File: src/rtl/rpn_eval_sched_if.sv
// rpn_eval_sched_if
//   Bundles the three handshakes of the postfix evaluation scheduler:
//   token input, shared ALU request/response, and result output.
//
//   Token input:  in_stb / in_data / in_is_op (to scheduler), in_ack (from scheduler)
//   ALU:          alu_req / alu_op / alu_a / alu_b (from scheduler),
//                 alu_ack / alu_result (to scheduler)
//   Result:       out_stb / out_data / err (from scheduler), out_ack (to scheduler)
//
//   Modports:
//     master - the surrounding system: token source, ALU and output stage
//     slave  - the scheduler itself
interface rpn_eval_sched_if #(
  parameter int WIDTH = 32
) ();

  // token stream from the infix-to-postfix converter
  logic             in_stb;
  logic [WIDTH-1:0] in_data;
  logic             in_is_op;
  logic             in_ack;

  // shared multi-cycle ALU
  logic             alu_req;
  logic [2:0]       alu_op;
  logic [WIDTH-1:0] alu_a;
  logic [WIDTH-1:0] alu_b;
  logic             alu_ack;
  logic [WIDTH-1:0] alu_result;

  // result towards the calculator output stage
  logic             out_stb;
  logic [WIDTH-1:0] out_data;
  logic             out_ack;
  logic [2:0]       err;

  modport master (
    output in_stb, in_data, in_is_op,
    input  in_ack,
    input  alu_req, alu_op, alu_a, alu_b,
    output alu_ack, alu_result,
    input  out_stb, out_data, err,
    output out_ack
  );

  modport slave (
    input  in_stb, in_data, in_is_op,
    output in_ack,
    output alu_req, alu_op, alu_a, alu_b,
    input  alu_ack, alu_result,
    output out_stb, out_data, err,
    input  out_ack
  );

endinterface

File: src/rtl/rpn_eval_sched.sv
// rpn_eval_sched
//   Postfix (RPN) evaluation scheduler. Numbers from the token stream are
//   pushed onto an internal operand stack; each operator pops two operands,
//   hands them to the shared external ALU and pushes the ALU result back;
//   '=' delivers the single remaining stack entry to the output stage.
//   Any error (underflow, overflow, unknown operator code) switches to a
//   drain mode that swallows tokens up to the next '=', then reports a
//   zero result with the sticky error flags still visible.
//
//   Parameters:
//     WIDTH - operand/result width
//     DEPTH - operand stack entries (must be >= 2)
//
//   Ports:
//     CLK   - clock, all state updates on the rising edge
//     RST_N - asynchronous active-low reset
//     bus   - rpn_eval_sched_if.slave (token in, ALU, result out)
//
//   Operator codes in in_data[2:0]: '*'=001 '+'=010 '-'=011 '='=100.
//   err[0] = stack underflow, err[1] = stack overflow, err[2] = bad op code.
module rpn_eval_sched #(
  parameter int WIDTH = 32,
  parameter int DEPTH = 16
) (
  input  logic              CLK,
  input  logic              RST_N,
  rpn_eval_sched_if.slave   bus
);

  // sp counts 0..DEPTH inclusive, so it needs one more value than the
  // stack address.
  localparam int SPW = $clog2(DEPTH + 1);
  localparam int AW  = (DEPTH > 1) ? $clog2(DEPTH) : 1;

  localparam logic [SPW-1:0] SP_ONE  = SPW'(1);
  localparam logic [SPW-1:0] SP_TWO  = SPW'(2);
  localparam logic [SPW-1:0] SP_FULL = SPW'(DEPTH);

  localparam logic [2:0] OP_MUL = 3'b001;
  localparam logic [2:0] OP_ADD = 3'b010;
  localparam logic [2:0] OP_SUB = 3'b011;
  localparam logic [2:0] OP_EQ  = 3'b100;

  typedef enum logic [2:0] {
    S_IDLE,
    S_PUSH,
    S_OPER,
    S_ALU_WAIT,
    S_EMIT,
    S_DRAIN
  } state_t;

  state_t           state_reg;
  logic [SPW-1:0]   sp_reg;
  logic             in_ack_reg;
  logic             alu_req_reg;
  logic [2:0]       alu_op_reg;
  logic [WIDTH-1:0] alu_a_reg;
  logic [WIDTH-1:0] alu_b_reg;
  logic             out_stb_reg;
  logic [WIDTH-1:0] out_data_reg;
  logic [2:0]       err_reg;

  // operand stack storage and its single write port
  logic [WIDTH-1:0] stack_mem [DEPTH];
  logic             stack_we;
  logic [AW-1:0]    stack_waddr;
  logic [WIDTH-1:0] stack_wdata;

  // addresses of the top-of-stack (right operand) and the entry below it
  logic [AW-1:0]    top_idx;
  logic [AW-1:0]    nxt_idx;

  logic             tok_valid;
  logic [2:0]       tok_code;

  // While in_ack is high the source is still showing the token that was
  // just consumed (it only sees the ack at the end of this cycle), so a
  // token is only sampled when no ack is outstanding. This is also what
  // guarantees at least one idle cycle between consecutive in_ack pulses.
  assign tok_valid = bus.in_stb && !in_ack_reg;
  assign tok_code  = bus.in_data[2:0];

  assign top_idx = sp_reg[AW-1:0] - AW'(1);
  assign nxt_idx = sp_reg[AW-1:0] - AW'(2);

  // Stack writes come from two places: a pushed number (data still held on
  // in_data) or the ALU result returned at the freed slot.
  always_comb begin
    stack_we    = 1'b0;
    stack_waddr = sp_reg[AW-1:0];
    stack_wdata = bus.in_data;
    case (state_reg)
      S_PUSH: begin
        stack_we = (sp_reg < SP_FULL);
      end
      S_ALU_WAIT: begin
        stack_we    = bus.alu_ack;
        stack_wdata = bus.alu_result;
      end
      default: begin
        stack_we = 1'b0;
      end
    endcase
  end

  // Storage has no reset: a reset only clears sp, which makes every entry
  // unreachable until it is written again.
  always_ff @(posedge CLK) begin
    if (stack_we) begin
      stack_mem[stack_waddr] <= stack_wdata;
    end
  end

  always_ff @(posedge CLK or negedge RST_N) begin
    if (!RST_N) begin
      state_reg    <= S_IDLE;
      sp_reg       <= '0;
      in_ack_reg   <= 1'b0;
      alu_req_reg  <= 1'b0;
      alu_op_reg   <= 3'b000;
      alu_a_reg    <= '0;
      alu_b_reg    <= '0;
      out_stb_reg  <= 1'b0;
      out_data_reg <= '0;
      err_reg      <= 3'b000;
    end else begin
      // in_ack is a single-cycle pulse
      in_ack_reg <= 1'b0;

      case (state_reg)
        S_IDLE: begin
          if (tok_valid) begin
            if (!bus.in_is_op) begin
              state_reg <= S_PUSH;
            end else begin
              case (tok_code)
                OP_MUL, OP_ADD, OP_SUB: state_reg <= S_OPER;
                OP_EQ:                  state_reg <= S_EMIT;
                default: begin
                  // unknown operator: the token stays pending and is
                  // acknowledged by the drain logic
                  err_reg[2] <= 1'b1;
                  state_reg  <= S_DRAIN;
                end
              endcase
            end
          end
        end

        S_PUSH: begin
          if (sp_reg < SP_FULL) begin
            sp_reg     <= sp_reg + SP_ONE;
            in_ack_reg <= 1'b1;
            state_reg  <= S_IDLE;
          end else begin
            // overflowing number is not stored; drain acks it next
            err_reg[1] <= 1'b1;
            state_reg  <= S_DRAIN;
          end
        end

        S_OPER: begin
          if (sp_reg < SP_TWO) begin
            err_reg[0] <= 1'b1;
            state_reg  <= S_DRAIN;
          end else begin
            alu_b_reg   <= stack_mem[top_idx];
            alu_a_reg   <= stack_mem[nxt_idx];
            alu_op_reg  <= tok_code;
            sp_reg      <= sp_reg - SP_TWO;
            alu_req_reg <= 1'b1;
            state_reg   <= S_ALU_WAIT;
          end
        end

        S_ALU_WAIT: begin
          // request and operands are simply left untouched while waiting
          if (bus.alu_ack) begin
            sp_reg      <= sp_reg + SP_ONE;
            alu_req_reg <= 1'b0;
            in_ack_reg  <= 1'b1;
            state_reg   <= S_IDLE;
          end
        end

        S_EMIT: begin
          // out_stb doubles as the sub-state: low = check stack, high =
          // waiting for the output stage
          if (!out_stb_reg) begin
            if (sp_reg != SP_ONE) begin
              // '=' stays pending; drain sees it and emits the zero result
              err_reg[0] <= 1'b1;
              state_reg  <= S_DRAIN;
            end else begin
              out_data_reg <= stack_mem[0];
              out_stb_reg  <= 1'b1;
            end
          end else if (bus.out_ack) begin
            out_stb_reg <= 1'b0;
            sp_reg      <= '0;
            in_ack_reg  <= 1'b1;
            state_reg   <= S_IDLE;
          end
        end

        S_DRAIN: begin
          if (out_stb_reg) begin
            // flags remain visible until the zero result is taken
            if (bus.out_ack) begin
              out_stb_reg <= 1'b0;
              err_reg     <= 3'b000;
              sp_reg      <= '0;
              in_ack_reg  <= 1'b1;
              state_reg   <= S_IDLE;
            end
          end else if (tok_valid) begin
            if (bus.in_is_op && (tok_code == OP_EQ)) begin
              out_data_reg <= '0;
              out_stb_reg  <= 1'b1;
            end else begin
              in_ack_reg <= 1'b1;
            end
          end
        end

        default: begin
          state_reg <= S_IDLE;
        end
      endcase
    end
  end

  assign bus.in_ack   = in_ack_reg;
  assign bus.alu_req  = alu_req_reg;
  assign bus.alu_op   = alu_op_reg;
  assign bus.alu_a    = alu_a_reg;
  assign bus.alu_b    = alu_b_reg;
  assign bus.out_stb  = out_stb_reg;
  assign bus.out_data = out_data_reg;
  assign bus.err      = err_reg;

endmodule

File: src/flat_wrapper.sv
// flat-port wrapper written by rule: the top's interface ports become plain ports
module rpn_eval_sched_flat 
#(
  parameter int WIDTH = 32,
  parameter int DEPTH = 16
)
  (CLK, RST_N, bus_in_stb, bus_in_data, bus_in_is_op, bus_in_ack, bus_alu_req, bus_alu_op, bus_alu_a, bus_alu_b, bus_alu_ack, bus_alu_result, bus_out_stb, bus_out_data, bus_err, bus_out_ack);
  rpn_eval_sched_if #(.WIDTH(WIDTH)) bus_i ();
  input  logic CLK;
  input  logic RST_N;
  input wire logic [$bits(bus_i.in_stb)-1:0] bus_in_stb;
  input wire logic [$bits(bus_i.in_data)-1:0] bus_in_data;
  input wire logic [$bits(bus_i.in_is_op)-1:0] bus_in_is_op;
  output wire logic [$bits(bus_i.in_ack)-1:0] bus_in_ack;
  output wire logic [$bits(bus_i.alu_req)-1:0] bus_alu_req;
  output wire logic [$bits(bus_i.alu_op)-1:0] bus_alu_op;
  output wire logic [$bits(bus_i.alu_a)-1:0] bus_alu_a;
  output wire logic [$bits(bus_i.alu_b)-1:0] bus_alu_b;
  input wire logic [$bits(bus_i.alu_ack)-1:0] bus_alu_ack;
  input wire logic [$bits(bus_i.alu_result)-1:0] bus_alu_result;
  output wire logic [$bits(bus_i.out_stb)-1:0] bus_out_stb;
  output wire logic [$bits(bus_i.out_data)-1:0] bus_out_data;
  output wire logic [$bits(bus_i.err)-1:0] bus_err;
  input wire logic [$bits(bus_i.out_ack)-1:0] bus_out_ack;
  assign bus_i.in_stb = bus_in_stb;
  assign bus_i.in_data = bus_in_data;
  assign bus_i.in_is_op = bus_in_is_op;
  assign bus_in_ack = bus_i.in_ack;
  assign bus_alu_req = bus_i.alu_req;
  assign bus_alu_op = bus_i.alu_op;
  assign bus_alu_a = bus_i.alu_a;
  assign bus_alu_b = bus_i.alu_b;
  assign bus_i.alu_ack = bus_alu_ack;
  assign bus_i.alu_result = bus_alu_result;
  assign bus_out_stb = bus_i.out_stb;
  assign bus_out_data = bus_i.out_data;
  assign bus_err = bus_i.err;
  assign bus_i.out_ack = bus_out_ack;
  rpn_eval_sched #(.WIDTH(WIDTH), .DEPTH(DEPTH)) u_core (.CLK(CLK), .RST_N(RST_N), .bus(bus_i));
endmodule
File: config.mk
export PLATFORM = sky130hd
export DESIGN_NAME = rpn_eval_sched_flat
export DESIGN_NICKNAME = d
export VERILOG_FILES = /design/src/rtl/rpn_eval_sched_if.sv /design/src/rtl/rpn_eval_sched.sv /design/src/flat_wrapper.sv
export SDC_FILE = /design/constraint.sdc
export NUM_CORES = 1
export LEC_CHECK = 0
export CAP_MARGIN = 20
export CELL_PAD_IN_SITES_DETAIL_PLACEMENT = 0
export CELL_PAD_IN_SITES_GLOBAL_PLACEMENT = 2
export CORE_MARGIN = 3
export CORE_UTILIZATION = 35
export DETAILED_ROUTE_END_ITERATION = 10
export HOLD_SLACK_MARGIN = 0.06
export PLACE_DENSITY = 0.7
export SYNTH_ARGS = -nofsm -noshare
export SYNTH_HDL_FRONTEND = slang
export SYNTH_SLANG_ARGS = --single-unit
File: constraint.sdc
create_clock -name CLK -period 3.9 [get_ports CLK]
set_clock_uncertainty 0.1 [all_clocks]
set_input_delay 0.78 -clock CLK [delete_from_list [all_inputs] [get_ports CLK]]
set_output_delay 0.78 -clock CLK [all_outputs]
set_load 0.05 [all_outputs]
* Word-level counts from Yosys, hierarchy flattened
Memory sizes are Yosys's and may differ from the RTL's. A register that Yosys moved wholly into a read port is not among the register bits.
Cells that the tools add are included.
W data, S select, Z words.
** Storage, ports and cells
- Memories :: 1
- Memory bits (writable) :: 512
- Logic and storage cells :: 127
- Output and inout bits :: 105
- Bits in registers :: 49
- Input bits :: 70
** Operators by class
- Bitwise operators :: 1
- $lt $le $gt $ge :: 2
- Reductions and logical operators :: 23
- $add $sub $neg :: 4
- Eq/ne operators :: 29
- Mux-type cells :: 57
** Memories
- u_core.stack_mem :: words 16, bits a word 32, read ports 3, clocked after Yosys merged registers in 2, write ports 1, line rpn_eval_sched.sv:65 : logic [WIDTH-1:0] stack_mem [DEPTH];
** Operators with widths (number)
- $mux W32 :: 6
- $pmux W32 S2 :: 1
- $mux W3 :: 11
- $mux W5 :: 5
- $mux W1 :: 24
- $reduce_and A6 Y1 :: 4
- $pmux W5 S4 :: 1
- $ne A2 B1 Y1 const B :: 9
- $ne A2 B2 Y1 const B :: 9
- $pmux W3 S6 :: 1
- $eq A3 B2 Y1 const B :: 4
- $pmux W1 S2 :: 5
- $eq A3 B3 Y1 const B :: 3
- $reduce_and A4 Y1 :: 2
- $reduce_bool A2 Y1 :: 4
- $eq A3 B1 Y1 const B :: 2
- $pmux W3 S2 :: 1
- $add A5 B1 Y5 const B :: 1
- $lt A5 B2 Y1 const B :: 1
- $lt A5 B5 Y1 const B :: 1
- $ne A5 B1 Y1 const B :: 1
- $sub A5 B2 Y5 const B :: 1
- $pmux W1 S4 :: 1
- $reduce_bool A4 Y1 :: 1
- other kinds (14) :: 17

* Logic depth before layout (Yosys ltp)
- Depth after elaboration :: 6
- Gate-level depth with buffers :: 12
- Gate-level depth less buffers :: 7

* Least setup slack after synthesis
Ideal clock, no wire load.
- Path kind :: input to register
- Start point :: in bus_alu_ack
- End point :: mem u_core.stack_mem[1][0], enable pin
- Buffers on the path :: 0
- Setup slack :: -0.368 ns
- Arrival time :: 3.707 ns
- Stages on the path :: 4
- Data required time :: 3.339 ns
- Setup time :: 0.461 ns
- Cells stage by stage :: nor2b_1 -> a2111oi_2 -> nand2_1 -> nor3_1
** Between the ends
- Longest elaborated chain between the ends :: 3
** Ends and longest elaborated chain
- from (decl) :: line flat_wrapper.sv:19 : input wire logic [$bits(bus_i.alu_ack)-1:0] bus_alu_ack;
- $pmux W1 S2 :: line rpn_eval_sched.sv:93 : case (state_reg)
- $mux W1 :: line rpn_eval_sched.sv:110 : if (stack_we) begin
- $mux W1 (not written as such) :: line rpn_eval_sched.sv:111 : stack_mem[stack_waddr] <= stack_wdata;
- to (decl) :: line rpn_eval_sched.sv:65
No other way between the ends.

* Worst setup path in the final report
- Start point :: reg u_core.sp_reg[3]
- End point :: reg u_core.alu_b_reg[28] (netlist: u_core.bus.alu_b[28]) (read register of u_core.stack_mem)
** Between the ends
- Longest elaborated chain between the ends :: 3
- Elaborated cells between the ends (all ways) :: 4
- Classes of those cells :: add/sub: 1; order compare: 1; bitwise: 1; reduce/logical: 1
** Ends and longest elaborated chain
- from (decl) :: line rpn_eval_sched.sv:54 : logic [SPW-1:0] sp_reg;
- from (signal assigned) :: line rpn_eval_sched.sv:153 : sp_reg <= sp_reg + SP_ONE;
- from (signal assigned) :: line rpn_eval_sched.sv:171 : sp_reg <= sp_reg - SP_TWO;
- from (signal assigned) :: line rpn_eval_sched.sv:180 : sp_reg <= sp_reg + SP_ONE;
- $lt A5 B2 Y1 :: line rpn_eval_sched.sv:164 : if (sp_reg < SP_TWO) begin
- $not A1 Y1 (no line)
- $reduce_and A2 Y1 (no line)
- to (decl) :: line rpn_eval_sched.sv:59 : logic [WIDTH-1:0] alu_b_reg;
Parallel ways exist; a longest one is shown, timed or not.
A chain may end at the register's enable or synchronous reset.

==> results.toml <==
[critical_path]
r2r_start = "u_core.sp_reg[3]"
crit_path_max_fanout = 18
r2r_slack_ns = 0.74
start_kind = "flip-flop"
crit_required_ns = 4.33
worst_ep_arrival_time_ns = 3.59
max_stage_delay_ns = 0.99
path_cells = "nor3b_1, nor2_2, nand2_2, buf_12, o22ai_1, a21o_1"
critical_path.startpoint = "u_core.sp_reg[3]"
critPathCaptureType = "flip-flop"
worstReg2RegEnd = "u_core.bus.alu_b[28]"
r2r_cells = 6
slowest_stage = "dfrtp_1"
critical_path.endpoint = "u_core.bus.alu_b[28]"
path_class = "reg -> reg"

[timing]
setup_violations = 0
setup_ws_ns = 0.739
max_freq_mhz = 316
finalSetupTns_ns = 0
finalCriticalPeriod_ns = 3.16
tightest_slew_ns = 0.982
rsz0062_at_grt = "false"
hold_viol = 0
relSlewSlack_pct = 34.3
finalCritPeriodShare_pct = 81.1
slew_violations = 0

[die]
die_area_sq_um = 84600
start_util_pct = 35.7
ioPinCount = 175
die-width_um = 291
core_sq_um = 79600
floorplan.rows = 103
die_height_um = 291

[clocking]
postCtsSetupBuffers = 0
clk_latency_ns = 0.60
cts_tree = "done"
cts_max_level = 3
cts_resized = 0
cts_hold_buffers = 0
cts_buffer_depth = 3
cts_sinks = 625
clk_pin_slew_worst_paths_ns = 0.06
clockRootBuffer = "clkbuf_16"
cts_buffers = 70

[place]
preCtsSetupSlack_ns = 0.259
port_buffers = 174
gp_congestion = 0.740
dp.cells = 2704
dp_hpwl_um = 48900

[cells_and_area]
final_cell_mix = "512 x edfxtp_1, 256 x mux4_2, 173 x clkdlybuf4s50_1"
nNetsFinal = 1802
largest_reg_flops = 512
antennaDiodeCount = 0
stdcell_count = 2831
max_flop_register = "u_core.stack_mem"
drive_gt1_share_pct = 29.1
final_common_cell = "edfxtp_1"
areaGrowthSynthToFinish_pct = 20.0

[synth]
ys_async_sr_fraction_pct = 18.1
syn_area_sq_um = 28400
synth_nets = 1614
synth.distinct_cells = 49
ys_ff_latch = 625
synth.area.top_cells = "edfxtp_1 54%, mux4_2 20%, dfrtp_1 10%"
synth_flop_cell = "edfxtp_1"
yosys.area.top_type = "edfxtp_1"
synth_seq_area_share_pct = 64.1
synth-edff-count = 512
yosys_warnings = 0
syn_area_per_cell_sq_um = 18.5
synth_top_area_share_pct = 54.1
postSynthCellCount = 1538

[hold_path]
hp-class = "in -> async"

[pwr]
p_per_area_nw_per_um2 = 787
finalPower_mw = 26.8
vdd_drop_max_mv = 0.470
p_leak_nw = 11.6

[grt]
grt_start_max_net_pins = 134
grt_pass1_vias = 17100
grt_pass1_wl_um = 116000
grt-ovfl-total = 0
antenna_found_initial = 0
grt_usage_pct = 18.5

[routing]
finalWirelength_um = 78000
avgViaCountPerCell = 5.60
postRouteAntennaNets = 0
met1_length_um = 32700
wl_met2_um = 39600
wl_met3_um = 4130
routedWlPerCell_um = 27.5
drt-initial-drc-count = 1451
vias = 15900
drt_pass1_iterations = 5
highest_layer = "met4"
post-route-drc-count = 0

[job]
cap_violations = 0

[outcome]
status = "complete, no violations"
## critical path: cells and delay by family, from the launching register on
kind | cells | cell delay (ns)
simple gates | 3 | 1.07
buf+inv | 1 | 0.27
flops | 1 | 0.99
compound gates | 2 | 0.65
## per-stage QoR
step	util [%]	hold slack [ns]	cell area, sq um
4_1_cts	42.8	0.123	34100
6_report	42.8	0.114	34100
2_1_floorplan	-	0.384	28400
3_5_place_dp	40.1	0.367	31900
3_3_place_gp	40.1	0.361	31900
5_1_grt	42.8	0.149	34100
## final cells by class
class / instances / area [sq um]
Clock buffer: 93 / 1940
Clock inverter: 34 / 240
Fill cell: 7037 / 45500
Inverter: 8 / 32.5
Multi-Input combinational cell: 785 / 9850
Sequential cell: 625 / 18200
Tap cell: 1050 / 1310
Timing Repair Buffer: 236 / 2520
## logic make-up after synthesis
group                    count (synthesis)  share of synthesized area [%]
AO/OA/AOI/OAI                          202                           5.02
XOR/XNOR                                 5                          0.220
adder cells (fa/ha/maj)                  6                          0.264
buffers and inverters                  128                           1.99
flip-flops                             625                           64.1
multiplexers                           404                           25.6
AND/OR/NAND/NOR                        168                           2.80
## report_power, final
group	switching [mW]	total [mW]	internal [mW]
Sequential	0.570	8.73	8.16
Combinational	6.71	11.8	5.14
Clock	2.68	6.28	3.60
## cells in the mapped netlist (all sizes together), types with 2 or more instances
master and instances:
a21bo 32, a21o 32, a21oi 38, a31oi 3, a32oi 2, and3b 2
buf 62, clkbuf 58, dfrtp 113, edfxtp 512, ha 6, inv 8
mux2 32, mux2i 116, mux4 256, nand2 79, nand2b 5, nand3 4
nand3b 2, nand4 32, nor2 24, nor2b 4, nor3 11, nor3b 2
o21ai 31, o221ai 19, o22ai 34, o31ai 3, or3 2, xnor2 3
xor2 2
## metal layers
layer	up-vias	global-route usage, %
li1	6804	-
met1	8495	24.8
met2	477	31.6
met3	88	2.82
met4	0	4.78
met5	-	0
## worst min path at each step
| stage | from | end | slack [ns] | cells after the start |
|---|---|---|---|---|
| after floorplan | RST_N | u_core.bus.alu_a[0] | 0.38 | 0 |
| after global placement | u_core.bus.alu_b[6] | u_core.bus.alu_b[6] | 0.36 | 1 |
| after detailed placement | u_core.bus.alu_b[2] | u_core.bus.alu_b[2] | 0.37 | 1 |
| after CTS | RST_N | u_core.bus.out_data[21] | 0.12 | 1 |
| after global routing | RST_N | u_core.bus.alu_b[29] | 0.15 | 1 |
| final | RST_N | u_core.bus.out_data[22] | 0.11 | 1 |
Power figures use the tool's default switching activity.
